### src/rtl/vga_timing_gen.sv
// rtl/vga_timing_gen.sv - parametrised VGA sync/blank/coordinate generator
module vga_timing_gen #(
  parameter int H_ACTIVE   = 640,
  parameter int H_FP       = 16,
  parameter int H_SYNC     = 96,
  parameter int H_BP       = 48,
  parameter int V_ACTIVE   = 480,
  parameter int V_FP       = 10,
  parameter int V_SYNC     = 2,
  parameter int V_BP       = 33,
  parameter bit H_SYNC_POL = 1'b0,
  parameter bit V_SYNC_POL = 1'b0,
  parameter int CNT_W      = 10,
  parameter int FC_W       = 8
) (
  input  logic             clk,
  input  logic             rst_n,
  input  logic             ce,
  input  logic             sync_en,
  output logic             hsync,
  output logic             vsync,
  output logic             display_on,
  output logic [CNT_W-1:0] hpos,
  output logic [CNT_W-1:0] vpos,
  output logic             line_start,
  output logic             frame_start,
  output logic [FC_W-1:0]  frame_count
);

  localparam int H_TOTAL = H_ACTIVE + H_FP + H_SYNC + H_BP;
  localparam int V_TOTAL = V_ACTIVE + V_FP + V_SYNC + V_BP;

  // Last counter values; totals may equal 2^CNT_W, so the last value always fits.
  localparam logic [CNT_W-1:0] H_LAST = CNT_W'(H_TOTAL - 1);
  localparam logic [CNT_W-1:0] V_LAST = CNT_W'(V_TOTAL - 1);

  // Decode thresholds carry one extra bit so a sync pulse ending at the total
  // does not truncate to zero.
  localparam logic [CNT_W:0] H_ACT_END = (CNT_W+1)'(H_ACTIVE);
  localparam logic [CNT_W:0] HS_START  = (CNT_W+1)'(H_ACTIVE + H_FP);
  localparam logic [CNT_W:0] HS_END    = (CNT_W+1)'(H_ACTIVE + H_FP + H_SYNC);
  localparam logic [CNT_W:0] V_ACT_END = (CNT_W+1)'(V_ACTIVE);
  localparam logic [CNT_W:0] VS_START  = (CNT_W+1)'(V_ACTIVE + V_FP);
  localparam logic [CNT_W:0] VS_END    = (CNT_W+1)'(V_ACTIVE + V_FP + V_SYNC);

  logic [CNT_W-1:0] hpos_q, hpos_d;
  logic [CNT_W-1:0] vpos_q, vpos_d;
  logic [FC_W-1:0]  fc_q, fc_d;
  logic             hsync_q, hsync_d;
  logic             vsync_q, vsync_d;
  logic             de_q, de_d;
  logic             line_q, line_d;
  logic             frame_q, frame_d;
  logic [CNT_W:0]   hpos_x, vpos_x;
  logic             h_in_sync, v_in_sync;

  // Next-state counters and strobes; level outputs decode the next counters so
  // they line up with the coordinates registered in the same edge.
  always_comb begin
    hpos_d  = hpos_q;
    vpos_d  = vpos_q;
    fc_d    = fc_q;
    line_d  = 1'b0;
    frame_d = 1'b0;
    if (ce) begin
      if (hpos_q == H_LAST) begin
        hpos_d = '0;
        line_d = 1'b1;
        if (vpos_q == V_LAST) begin
          vpos_d  = '0;
          frame_d = 1'b1;
          fc_d    = fc_q + 1'b1;
        end else begin
          vpos_d = vpos_q + 1'b1;
        end
      end else begin
        hpos_d = hpos_q + 1'b1;
      end
    end
    hpos_x    = {1'b0, hpos_d};
    vpos_x    = {1'b0, vpos_d};
    h_in_sync = (hpos_x >= HS_START) && (hpos_x < HS_END);
    v_in_sync = (vpos_x >= VS_START) && (vpos_x < VS_END);
    hsync_d   = (sync_en && h_in_sync) ? H_SYNC_POL : ~H_SYNC_POL;
    vsync_d   = (sync_en && v_in_sync) ? V_SYNC_POL : ~V_SYNC_POL;
    de_d      = (hpos_x < H_ACT_END) && (vpos_x < V_ACT_END);
  end

  // State register; reset parks on the last pixel so the first enable enters (0,0).
  always_ff @(posedge clk or negedge rst_n) begin
    if (!rst_n) begin
      hpos_q  <= H_LAST;
      vpos_q  <= V_LAST;
      fc_q    <= '0;
      hsync_q <= ~H_SYNC_POL;
      vsync_q <= ~V_SYNC_POL;
      de_q    <= 1'b0;
      line_q  <= 1'b0;
      frame_q <= 1'b0;
    end else begin
      hpos_q  <= hpos_d;
      vpos_q  <= vpos_d;
      fc_q    <= fc_d;
      hsync_q <= hsync_d;
      vsync_q <= vsync_d;
      de_q    <= de_d;
      line_q  <= line_d;
      frame_q <= frame_d;
    end
  end

  assign hpos        = hpos_q;
  assign vpos        = vpos_q;
  assign frame_count = fc_q;
  assign hsync       = hsync_q;
  assign vsync       = vsync_q;
  assign display_on  = de_q;
  assign line_start  = line_q;
  assign frame_start = frame_q;

endmodule

### config.mk
export PLATFORM = sky130hd
export DESIGN_NAME = vga_timing_gen
export DESIGN_NICKNAME = d
export VERILOG_FILES = /design/src/rtl/vga_timing_gen.sv
export SDC_FILE = /design/constraint.sdc
export NUM_CORES = 1
export LEC_CHECK = 0
export CORE_MARGIN = 2
export CORE_UTILIZATION = 50
export CTS_CLUSTER_DIAMETER = 30
export CTS_CLUSTER_SIZE = 40
export DETAILED_ROUTE_END_ITERATION = 6
export PLACE_DENSITY = 0.78
export SLEW_MARGIN = 0
export SYNTH_ARGS = -nofsm -noshare
export SYNTH_HDL_FRONTEND = slang
export SYNTH_SLANG_ARGS = --single-unit
### constraint.sdc
create_clock -name clk -period 3.2 [get_ports clk]
set_input_delay 0.8 -clock clk [delete_from_list [all_inputs] [get_ports clk]]
set_output_delay 0.8 -clock clk [all_outputs]
set_load 0.005 [all_outputs]
== Yosys cells after proc, flatten, opt, wreduce, memory -nomap -nowiden ==
Index checks and enable logic that the tools add are counted.
Word-level totals
  word-level logic and storage cells: 37
  register bits: 33
Operators by class
  multiplexer cells: 12
  equality and inequality tests: 2
  add/sub/neg operators: 3
  reductions and logical operators: 6
  order comparisons: 6
Operators by type and width (count)
  $mux W10: 5
  $add A10 B1 Y10 const B: 2
  $eq A10 B10 Y1 const B: 2
  $lt A10 B10 Y1 const B: 2
  $lt A10 B9 Y1 const B: 2
  $ge A10 B10 Y1 const B: 1
  $ge A10 B9 Y1 const B: 1
  $add A8 B1 Y8 const B: 1
  $mux W1: 7
  $logic_and A1 B1 Y1: 5
  $reduce_and A3 Y1: 1

== Logic depth before layout (Yosys ltp) ==
  depth after elaboration: 8
  gate-level depth with buffers: 9

== Least setup slack after synthesis ==
No wires, ideal clock.
  path kind: input port to flip-flop
  start: input port ce
  end: register vpos_q[8], in the netlist vpos[8]
  arrival time: 2.381 ns
  required time: 3.074 ns
  buffers on the path: 2
  path slack: 0.693 ns
  stages on the path: 6
  cell sequence: buf_4 > nand4_4 > or4b_4 > buf_6 > or4_4 > xnor2_2
Between the ends
  word-level cells in the longest chain between the ends: 1
Ends and longest elaborated chain
  start: declaration: line 18  | input logic ce,
  $mux W10: line 65  | if (ce) begin
  named net vpos_d[8]: line 47  | logic [CNT_W-1:0] vpos_q, vpos_d;
  end signal: assignment: line 102  | vpos_q <= vpos_d;
  end: declaration: line 47
The timed path passes the listed nets, and every way through them passes these cells.
A chain may end at the register's enable or synchronous reset.

== Worst setup path after layout ==
  start: input port ce
  end: register de_q, in the netlist display_on
Between the ends
  word-level cells in the longest chain between the ends: 3
  elaborated cells on any way between the ends: 5
Ends and longest elaborated chain
  $mux W10: line 65
  named net vpos_d[9]: line 47
  $lt A10 B9 Y1: line 86  | de_d = (hpos_x < H_ACT_END) && (vpos_x < V_ACT_END);
  $logic_and A1 B1 Y1: line 86
  named net de_d: line 51  | logic de_q, de_d;
  end signal: assignment: line 97  | de_q <= 1'b0;
  end signal: assignment: line 106  | de_q <= de_d;
  end: declaration: line 51
The timed path passes the listed nets, and every way through them passes these cells.

==> Flow_metrics.wiki <==
{| class="wikitable"
! Metric !! Value
|-
| GP Congestion || roughly 0.83
|-
| Antenna violations before repair || 0
|-
| Post-CTS Hold Fix Bufs || 0
|-
| Number of cells traversed by the worst hold path || 1
|-
| First-pass iteration count of the detailed router || 4
|-
| Pin slew with the least headroom to its limit || 0.399 ns
|-
| Highest clock frequency the design can meet || about 370 MHz
|-
| Largest vdd supply drop || a little under 0.4 mV
|-
| Multi-input logic area || slightly above 800 µm²
|-
| Worst r2r path cells || 7
|-
| Layout Area Growth over Synthesis || 26.2%
|-
| Predominant post-synthesis flop cell || sky130_fd_sc_hd__dfrtp_1
|-
| Post-layout instance area || ~2200 µm²
|-
| Kind of start point of the critical path || input port
|-
| Synth Area in XOR/XNOR || slightly below 9%
|-
| Routed wire length || about 3700 µm
|-
| Cell area power density || between 500 and 600 nW/µm²
|-
| Crit path max-delay cell type || sky130_fd_sc_hd__or4b_4
|-
| Leak || 0.924 nW
|-
| Compound-cell area share of the yosys netlist || under 10%
|-
| Count of final hold-check violations || 0
|-
| Avg Inst Size Synth || between 10 and 15 µm²
|-
| Top post-synthesis cells by area || sky130_fd_sc_hd__dfrtp_1 (30%), sky130_fd_sc_hd__dfstp_2 (18%), sky130_fd_sc_hd__xnor2_1 (4.0%)
|-
| Cts bufs inserted || 5
|-
| WL per Instance || about 15 µm
|-
| Multiplexer area fraction after synthesis || 1.20%
|-
| Adder-cell share of the synthesized area || approximately 2.8%
|-
| Synthesized net count || between 150 and 200
|-
| Arrival @ worst endpoint || 2.94 ns
|-
| Max-cap violations || 0
|-
| Later-pin clock latency in the skew report || around 0.34 ns
|-
| Placed Instance Area || 2150 µm²
|-
| CTS Sinks || 33
|-
| Run status || completed
|-
| Cell row count || 21
|-
| Pins Over Slew Limit || 0
|-
| Share of the yosys chip area belonging to registers || between 40% and 50%
|-
| Antenna Nets Post-Route || 0
|-
| CTS H-tree depth || 2
|-
| Combinational family with the most area after synthesis || simple AND/OR/NAND/NOR gates
|-
| TritonCTS clock tree || built
|-
| Required time of the critical path || 3.46 ns
|-
| Slowest cell delay on critical path || 0.67 ns
|-
| Die Area || a little over 4000 µm²
|-
| Yosys top cell area share || between 20% and 30%
|-
| Final HPWL from detailed placement || approximately 2700 µm
|-
| Global-route congestion overflow total || 0
|-
| Area occupied by registers || between 800 and 900 µm²
|-
| Most numerous cell in the Yosys netlist || sky130_fd_sc_hd__dfrtp_1
|-
| Hold Crit Start || frame_count[7]$_DFFE_PN0P_
|-
| Net total in the final layout || ~210
|-
| Total GRT Usage || 20.1%
|-
| Critical register-to-register path startpoint || hpos[0]$_DFF_PN1_
|-
| Critical path class || in -> reg
|-
| Fraction of the cycle the final worst path needs || a little over four fifths
|-
| End point of the most critical hold path || frame_count[7]$_DFFE_PN0P_
|-
| Top cells by count, synth || sky130_fd_sc_hd__dfrtp_1 (21), sky130_fd_sc_hd__dfstp_2 (12), sky130_fd_sc_hd__nand2_1 (11), sky130_fd_sc_hd__inv_1 (10), sky130_fd_sc_hd__nand3_1 (10)
|-
| Worst reg2reg endpoint || display_on$_DFF_PN0_
|-
| RSZ-0062 raised after global routing || no
|-
| Clock-pin transition on the worst setup and hold timing paths || approximately 0.11 ns
|-
| I/O pin count || 37
|-
| Number of antenna diodes || 0
|-
| Wire length of the first global-routing pass || between 6000 and 7000 µm
|-
| Buffer cell driving the clock tree root || sky130_fd_sc_hd__clkbuf_4
|-
| Final Critical Period || 2.68 ns
|-
| Setup TNS || 0 ns
|-
| Largest net degree at the start of global routing || 34
|-
| Final number of setup-violating endpoints || 0
|-
| Register bit total from synthesis || 33
|-
| Post-synth cell types || 50
|-
| Die X || 63.5 µm
|-
| Initial core utilization || a little over half
|-
| Critical path endpoint category || flop
|-
| Core region area || approximately 3400 µm²
|-
| EDFF count, synth || 0
|-
| Cell type contributing the most total cell area after synthesis || sky130_fd_sc_hd__dfrtp_1
|-
| Largest driver fanout on the critical path || 15
|-
| Register-to-Register Setup Slack || between 0.8 and 0.9 ns
|-
| Area fraction in and, or, nand and nor cells after synthesis || between 20% and 30%
|-
| Count of warnings emitted by yosys || 0
|-
| Number of instances resized during post-cts repair || 0
|-
| Vertical die dimension || 63.5 µm
|-
| Via count normalized by instance count || between 5 and 6
|-
| Fill cells || between 200 and 300
|-
| Gate count of the mapped netlist || 167
|-
| Max-Slew Margin vs Limit || about three quarters
|-
| Crit-path cells || clkdlybuf4s50_1, nand4_4, or4b_4, clkinv_2, o21ai_0, a21oi_1, inv_1, nor3_1
|-
| Number of buffers added for setup after CTS || 0
|-
| Number of I/O port buffers || 36
|-
| Async S/R FF share, synth || 100%
|-
| Max Root-Sink Buffers || 2
|-
| Post-Syn Area || approximately 1800 µm²
|-
| Vias in the first global route || roughly 1400
|-
| DRC marker count from the first detailed-route iteration || roughly 170
|-
| Via count || ~1400
|-
| Proportion of layout cells with a drive suffix above 1 || between 15 and 20%
|-
| Maximum clock skew at final layout || ~0.008 ns
|-
| HP Class || reg -> reg
|-
| DRC errors left || 0
|}
## stage by stage
stage               cells  power, mW  util (%)  hold WS [ns]  worst slack, ns
global placement      243      0.792      63.8         0.459            0.244
CTS                   251       1.14      66.4         0.480            0.542
global route          251       1.18      66.4         0.494            0.356
detailed placement    243      0.803      63.8         0.463            0.174
floorplan             167      0.673         -         0.465            0.693
finish                251       1.13      66.4         0.481            0.523
## registers in the layout (all words and copies together) (netlist names)
signal and cells:
frame_start 1, hpos 10, frame_count 8, vpos 10, line_start 1, hsync 1, vsync 1, display_on 1
## area by class of cell
type | instances | share of cell area, %
Clock inverter | 1 | 1.35
Inverter | 11 | 1.91
Clock buffer | 7 | 2.47
Sequential cell | 33 | 37.7
Multi-Input combinational cell | 114 | 36.9
Tap cell | 46 | 2.58
Timing Repair Buffer | 39 | 17.2
## layer usage
layer	up-vias	part of all wire [%]	routed length, µm	GRT usage, %
met5	-	0	0	0
met4	0	2.0	75	8.97
met3	9	5.9	221	5.54
met2	48	48	1790	31.4
met1	690	44	1640	26.1
li1	673	-	-	-
## critical path, delay by kind of cell
family	cells	cell delay, ns
AO/OA/AOI/OAI	2	0.34
buffers and inverters	3	0.81
AND/OR/NAND/NOR	3	0.99
## placed cells by master (no fill, tap or decap), types with 2 or more instances in the layout
| cell type | count |
|---|---|
| sky130_fd_sc_hd__clkdlybuf4s50_1 | 36 |
| sky130_fd_sc_hd__dfrtp_1 | 21 |
| sky130_fd_sc_hd__dfstp_2 | 12 |
| sky130_fd_sc_hd__nand2_1 | 11 |
| sky130_fd_sc_hd__inv_1 | 10 |
| sky130_fd_sc_hd__nand3_1 | 10 |
| sky130_fd_sc_hd__xnor2_1 | 8 |
| sky130_fd_sc_hd__nand4_1 | 8 |
| sky130_fd_sc_hd__nor3_1 | 8 |
| sky130_fd_sc_hd__xor2_1 | 8 |
| sky130_fd_sc_hd__o21ai_0 | 7 |
| sky130_fd_sc_hd__nor2_1 | 6 |
| sky130_fd_sc_hd__a21oi_1 | 5 |
| sky130_fd_sc_hd__clkbuf_4 | 5 |
| sky130_fd_sc_hd__ha_1 | 4 |
| sky130_fd_sc_hd__and4_1 | 3 |
| sky130_fd_sc_hd__nor4_1 | 3 |
| sky130_fd_sc_hd__buf_4 | 3 |
| sky130_fd_sc_hd__nor4b_1 | 2 |
| sky130_fd_sc_hd__o21a_1 | 2 |
| sky130_fd_sc_hd__nor3b_1 | 2 |
## cells by family after synthesis
group           Yosys count
buf+inv                  20
simple gates             66
flops                    33
mux                       2
compound gates           25
fa+ha+maj                 4
xor+xnor                 17
## report_power, final
group          internal [mW]  switching, mW  leakage, nW
sequential             0.486         0.0796        0.407
clock                  0.187          0.143       0.0455
combinational          0.130          0.101        0.471
total                  0.802          0.324        0.924
## how the worst max path moves through the flow
stage	start	to	slack (ns)	cells after the start
2_1_floorplan	ce	vpos[8]$_DFF_PN0_	0.69	6
3_3_place_gp	ce	vpos[8]$_DFF_PN0_	0.24	5
3_5_place_dp	ce	display_on$_DFF_PN0_	0.17	8
4_1_cts	ce	display_on$_DFF_PN0_	0.54	8
5_1_grt	ce	display_on$_DFF_PN0_	0.36	8
6_report	ce	display_on$_DFF_PN0_	0.52	8
Note: power is estimated with default switching activity, not from simulation.
==> patch 1 (config.mk and constraints unchanged) <==
Add an input register stage for `ce` and `sync_en`; this delays them by one clock.
--- a/src/rtl/vga_timing_gen.sv
+++ b/src/rtl/vga_timing_gen.sv
@@ -45,2 +45,10 @@
 
+  logic ce_q;
+  logic sync_en_q;
+
+  always_ff @(posedge clk) begin
+    ce_q      <= ce;
+    sync_en_q <= sync_en;
+  end
+
   logic [CNT_W-1:0] hpos_q, hpos_d;
@@ -64,3 +72,3 @@
     frame_d = 1'b0;
-    if (ce) begin
+    if (ce_q) begin
       if (hpos_q == H_LAST) begin
@@ -83,4 +91,4 @@
     v_in_sync = (vpos_x >= VS_START) && (vpos_x < VS_END);
-    hsync_d   = (sync_en && h_in_sync) ? H_SYNC_POL : ~H_SYNC_POL;
-    vsync_d   = (sync_en && v_in_sync) ? V_SYNC_POL : ~V_SYNC_POL;
+    hsync_d   = (sync_en_q && h_in_sync) ? H_SYNC_POL : ~H_SYNC_POL;
+    vsync_d   = (sync_en_q && v_in_sync) ? V_SYNC_POL : ~V_SYNC_POL;
     de_d      = (hpos_x < H_ACT_END) && (vpos_x < V_ACT_END);
Function: changed (a bounded check fails within 4 cycles, from zero or initial values and one cycle with rst_n low).
==> patch 1 against the unedited design <==
Final area down 0.11%. Power fell by 7.5%. Wire length increased by 0.56%. Worst setup slack improved by 0.23 ns. Count of clock-buffer cells in the layout unchanged. Sequential cell count grew 2. Sequential power increased by 4.1%. First-iteration DRC count fell by 46%. Area after synthesis increased by 2.3%. Highest routed layer unchanged. Clock skew is 0.0018 ns higher. Largest cell class unchanged. Sequential share of layout area rose by 1.8 points.
==> patch 1: results (changes against the unedited design) <==
status -> finished, final reports clean
maximum clock path buffer count -> 2 (unchanged)
Seq/Total Area, Yosys -> 48.7% (+1.2 points)
inverters -> 11 (unchanged)
WP data arrival -> 2.69 ns (-0.25 ns)
Post-Syn Instances -> 169 (+1.2%)
syn_nets -> 177 (+1.1%)
WHS -> 0.445 ns (-0.0360 ns)
VDD IR max -> 0.489 mV (+24%)
Plain + repair buffers -> 38 (-2.6%)
routed wire length -> 3760 um (+0.56%)
Clock Skews -> 0.00981 ns (+0.00179 ns)
Worst Hold Class -> reg -> reg
WHS Endpoint -> hsync$_DFF_PN1_
Post-synth top flop -> dfrtp_1
worst min-delay path startpoint -> sync_en_q$_DFF_P_
n_diodes -> 0 (unchanged)
Clock transition at path regs -> 0.11 ns (about the same)
leakage power -> 0.000917 uW (-0.80%)
Final Core Density -> 65.3% (-1.1 points)
fill count -> 284 (+2.2%)
first-pass GRT wire length -> 6520 um (+3.1%)
Inst Count DP -> 244 (+0.41%)
multi-input combinational area share -> 36.9% (+0.041 points)
Seq cells -> 35 (+6.1%)
Setup WS pre-CTS -> 0.814 ns (+0.640 ns)
Layout non-clock buf frac -> 16.8% (-0.32 points)
crit start category -> register
total global-route track usage -> 20.7% (+0.59 points)
share of cells above drive strength 1 -> 15.0% (-1.0 points)
synth warn -> 0 (unchanged)
# port buffers -> 36 (unchanged)
DP Area -> 0.00218 mm2 (+1.5%)
Synth cell types -> 51 (+2.0%)
number of multi-input logic gates -> 114 (unchanged)
routed vias/inst -> 5.67 (+0.30%)
vias in the first global route -> 1,394 (+3.0%)
Crit Path Max Fanout -> 15 (unchanged)
Slew HR -> 72.8% (-0.60 points)
# Post-CTS Setup Buffers -> 0 (unchanged)
Reg2Reg Depth -> 7 (unchanged)
Final Instance Count excl. Fillers -> 252 (+0.40%)
Post-synth ARST share -> 94.3% (-5.7 points)
largest net degree at the start of global routing -> 34 (unchanged)
Synth area leaders -> dfrtp_1 29%, dfstp_2 17%, xnor2_1 3.9%
gp weighted congestion -> 0.847 (+1.6%)
Layout clock buffers -> 7 (unchanged)
Clock Latency Late Sink -> 0.34 ns (about the same)
FF-to-FF setup slack -> 0.76 ns (-0.05 ns)
DR iter-0 viols -> 92 (-46%)
Sequential Area -> 881 um2 (+4.8%)
layout net count -> 213 (+0.47%)
Final Cycle Share -> 76.4% (-7.3 points)
HPWL Detailed -> 2700 um (+1.4%)
initial antenna violation count -> 0 (unchanged)
Final clock-cell share -> 2.24% (-1.6 points)
## patch 1: power breakdown
group / total, uW / internal, uW / switching [uW]
Combinational: 228 / 127 / 101
Clock: 225 / 85.6 / 140
Sequential: 588 / 511 / 77.0
## patch 1: cell families after synthesis
logic type               count (synthesis)  synth area share (%)
AO/OA/AOI/OAI                           25                  9.61
multiplexers                             2                  1.18
AND/OR/NAND/NOR                         66                  23.3
flip-flops                              35                  48.7
XOR/XNOR                                17                  8.65
adder cells (fa/ha/maj)                  4                  2.77
buffers and inverters                   20                  5.81
## patch 1: worst max-delay path: stages (launching register included)
cell	delay, ns
dfstp_2	0.59
ha_1	0.31
or4b_4	0.63
clkinv_2	0.20
o21ai_0	0.11
a21oi_1	0.21
inv_1	0.09
nor3_1	0.22
## patch 1: layer usage
metal / track usage, % / share of wire, %
met4: 6.38 / 1.3
met1: 27.2 / 45
met3: 7.04 / 5.9
met2: 32.4 / 47
met5: 0 / 0
==> patch 2 (same flow settings) <==
Without the edit above. Set the parameter `FC_W` to 6 (it was 8).
--- a/src/rtl/vga_timing_gen.sv
+++ b/src/rtl/vga_timing_gen.sv
@@ -13,3 +13,3 @@
   parameter int CNT_W      = 10,
-  parameter int FC_W       = 8
+  parameter int FC_W       = 6
 ) (
Ports: changed (resized frame_count); port bits go from 37 to 35. No check against the original RTL was run, so the function may have changed too.
==> patch 2 against the unedited design <==
Maximum frequency down 4.2%. Clock power fell by 29%. Worst hold slack improved by 0.013 ns. Power down 10%. Wire length down 6.7%. Worst setup slack worse by 0.12 ns. Final area is 6.3% lower. Via count decreased by 5.6%. Sequential cell count is 2 lower. First-iteration DRC count fell by 70%. Area after synthesis down 7.2%. Critical path type unchanged. Die area shrank 6.8%.
==> patch 2: results (changes against the unedited design) <==
H-tree levels -> 2 (unchanged)
VDD IR max -> 0.386 mV (-1.7%)
first-pass GRT wire length -> 5690 um (-10%)
share of cells above drive strength 1 -> 15.8% (-0.33 points)
Post-Syn Instances -> 162 (-3.0%)
Synth cell types -> 40 (-20%)
DR iter-0 viols -> 51 (-70%)
Clock Skews -> 0.0102 ns (+0.00216 ns)
Seq/Total Area, Yosys -> 48.2% (+0.65 points)
Synth area leaders -> dfrtp_1 29%, dfstp_2 19%, xnor2_1 4.8%
status -> finished, final reports clean
Crit path largest cell delay -> 0.69 ns (+0.02 ns)
top cells by count, synth -> 19 x dfrtp_1, 16 x nand2_1, 12 x dfstp_2
Routed wire per std cell -> 14.1 um (-5.2%)
WP data arrival -> 3.03 ns (+0.09 ns)
Crit Path Max Fanout -> 10 (-5)
Final Instance Count excl. Fillers -> 247 (-1.6%)
HPWL Detailed -> 2610 um (-1.8%)
Worst Hold Class -> reg -> reg
Inst Count DP -> 239 (-1.6%)
total global-route track usage -> 21.1% (+1.0 points)
Worst-Margin Slew -> 0.476 ns (+0.0769 ns)
syn_nets -> 170 (-2.9%)
Setup WS pre-CTS -> 0.0767 ns (-0.0971 ns)
DR pass1 iterations -> 4 (unchanged)
Critical-path top delay cell -> or4_1
Via Count -> 1,340 (-5.6%)
leakage power -> 0.000910 uW (-1.5%)
vias in the first global route -> 1,244 (-8.1%)
# port buffers -> 34 (-5.6%)
fill count -> 273 (-1.8%)
layout net count -> 210 (-0.94%)
gp weighted congestion -> 0.876 (+5.0%)
largest net degree at the start of global routing -> 32 (-5.9%)
patch 2: cells by family after synthesis:
group           synth area share (%)
flops                           48.2
simple gates                    25.0
xor+xnor                        9.60
buf+inv                         5.26
mux                             1.30
fa+ha+maj                       3.05
compound gates                  7.62
patch 2: worst paths after layout:
check | slack, ns | from | cells after the start | to
worst max-delay path | 0.40 | ce | 8 | vsync$_DFF_PN1_
worst min-delay path | 0.49 | frame_count[5]$_DFFE_PN0P_ | 1 | frame_count[5]$_DFFE_PN0P_
worst max register to register | 0.51 | hpos[0]$_DFF_PN1_ | 8 | vsync$_DFF_PN1_
worst min register to register | 0.49 | frame_count[5]$_DFFE_PN0P_ | 1 | frame_count[5]$_DFFE_PN0P_
max in group asynchronous | 2.03 | rst_n | 2 | vpos[3]$_DFF_PN1_
min in group asynchronous | 0.85 | rst_n | 2 | vpos[5]$_DFF_PN0_
patch 2: per-stage QoR:
step	power, uW	instance area (um2)	utilization (%)
finish	1010	2090	68.0
global route	1070	2090	68.0
floorplan	643	1640	-
global placement	773	2030	66.0
CTS	1020	2090	68.0
detailed placement	782	2030	66.0
patch 2: routing by layer:
layer,up-vias,wire [um],GRT usage [%]
li1,652,-,-
met1,641,1540,25.6
met3,9,153,5.88
met5,-,0,0
met4,0,68,8.70
met2,38,1730,35.4
patch 2: layout make-up:
cell class / count / share of cell area, %
Multi-Input combinational cell: 114 / 36.5
Clock inverter: 1 / 0.239
Inverter: 11 / 2.09
Sequential cell: 31 / 37.8
Timing Repair Buffer: 39 / 18.1
Clock buffer: 7 / 2.63
Tap cell: 44 / 2.63
patch 2: power by group:
group / internal (uW) / switching (uW) / leakage [uW]
clock network: 106 / 128 / 0.0000353
registers: 461 / 74.5 / 0.000380
logic: 134 / 106 / 0.000495
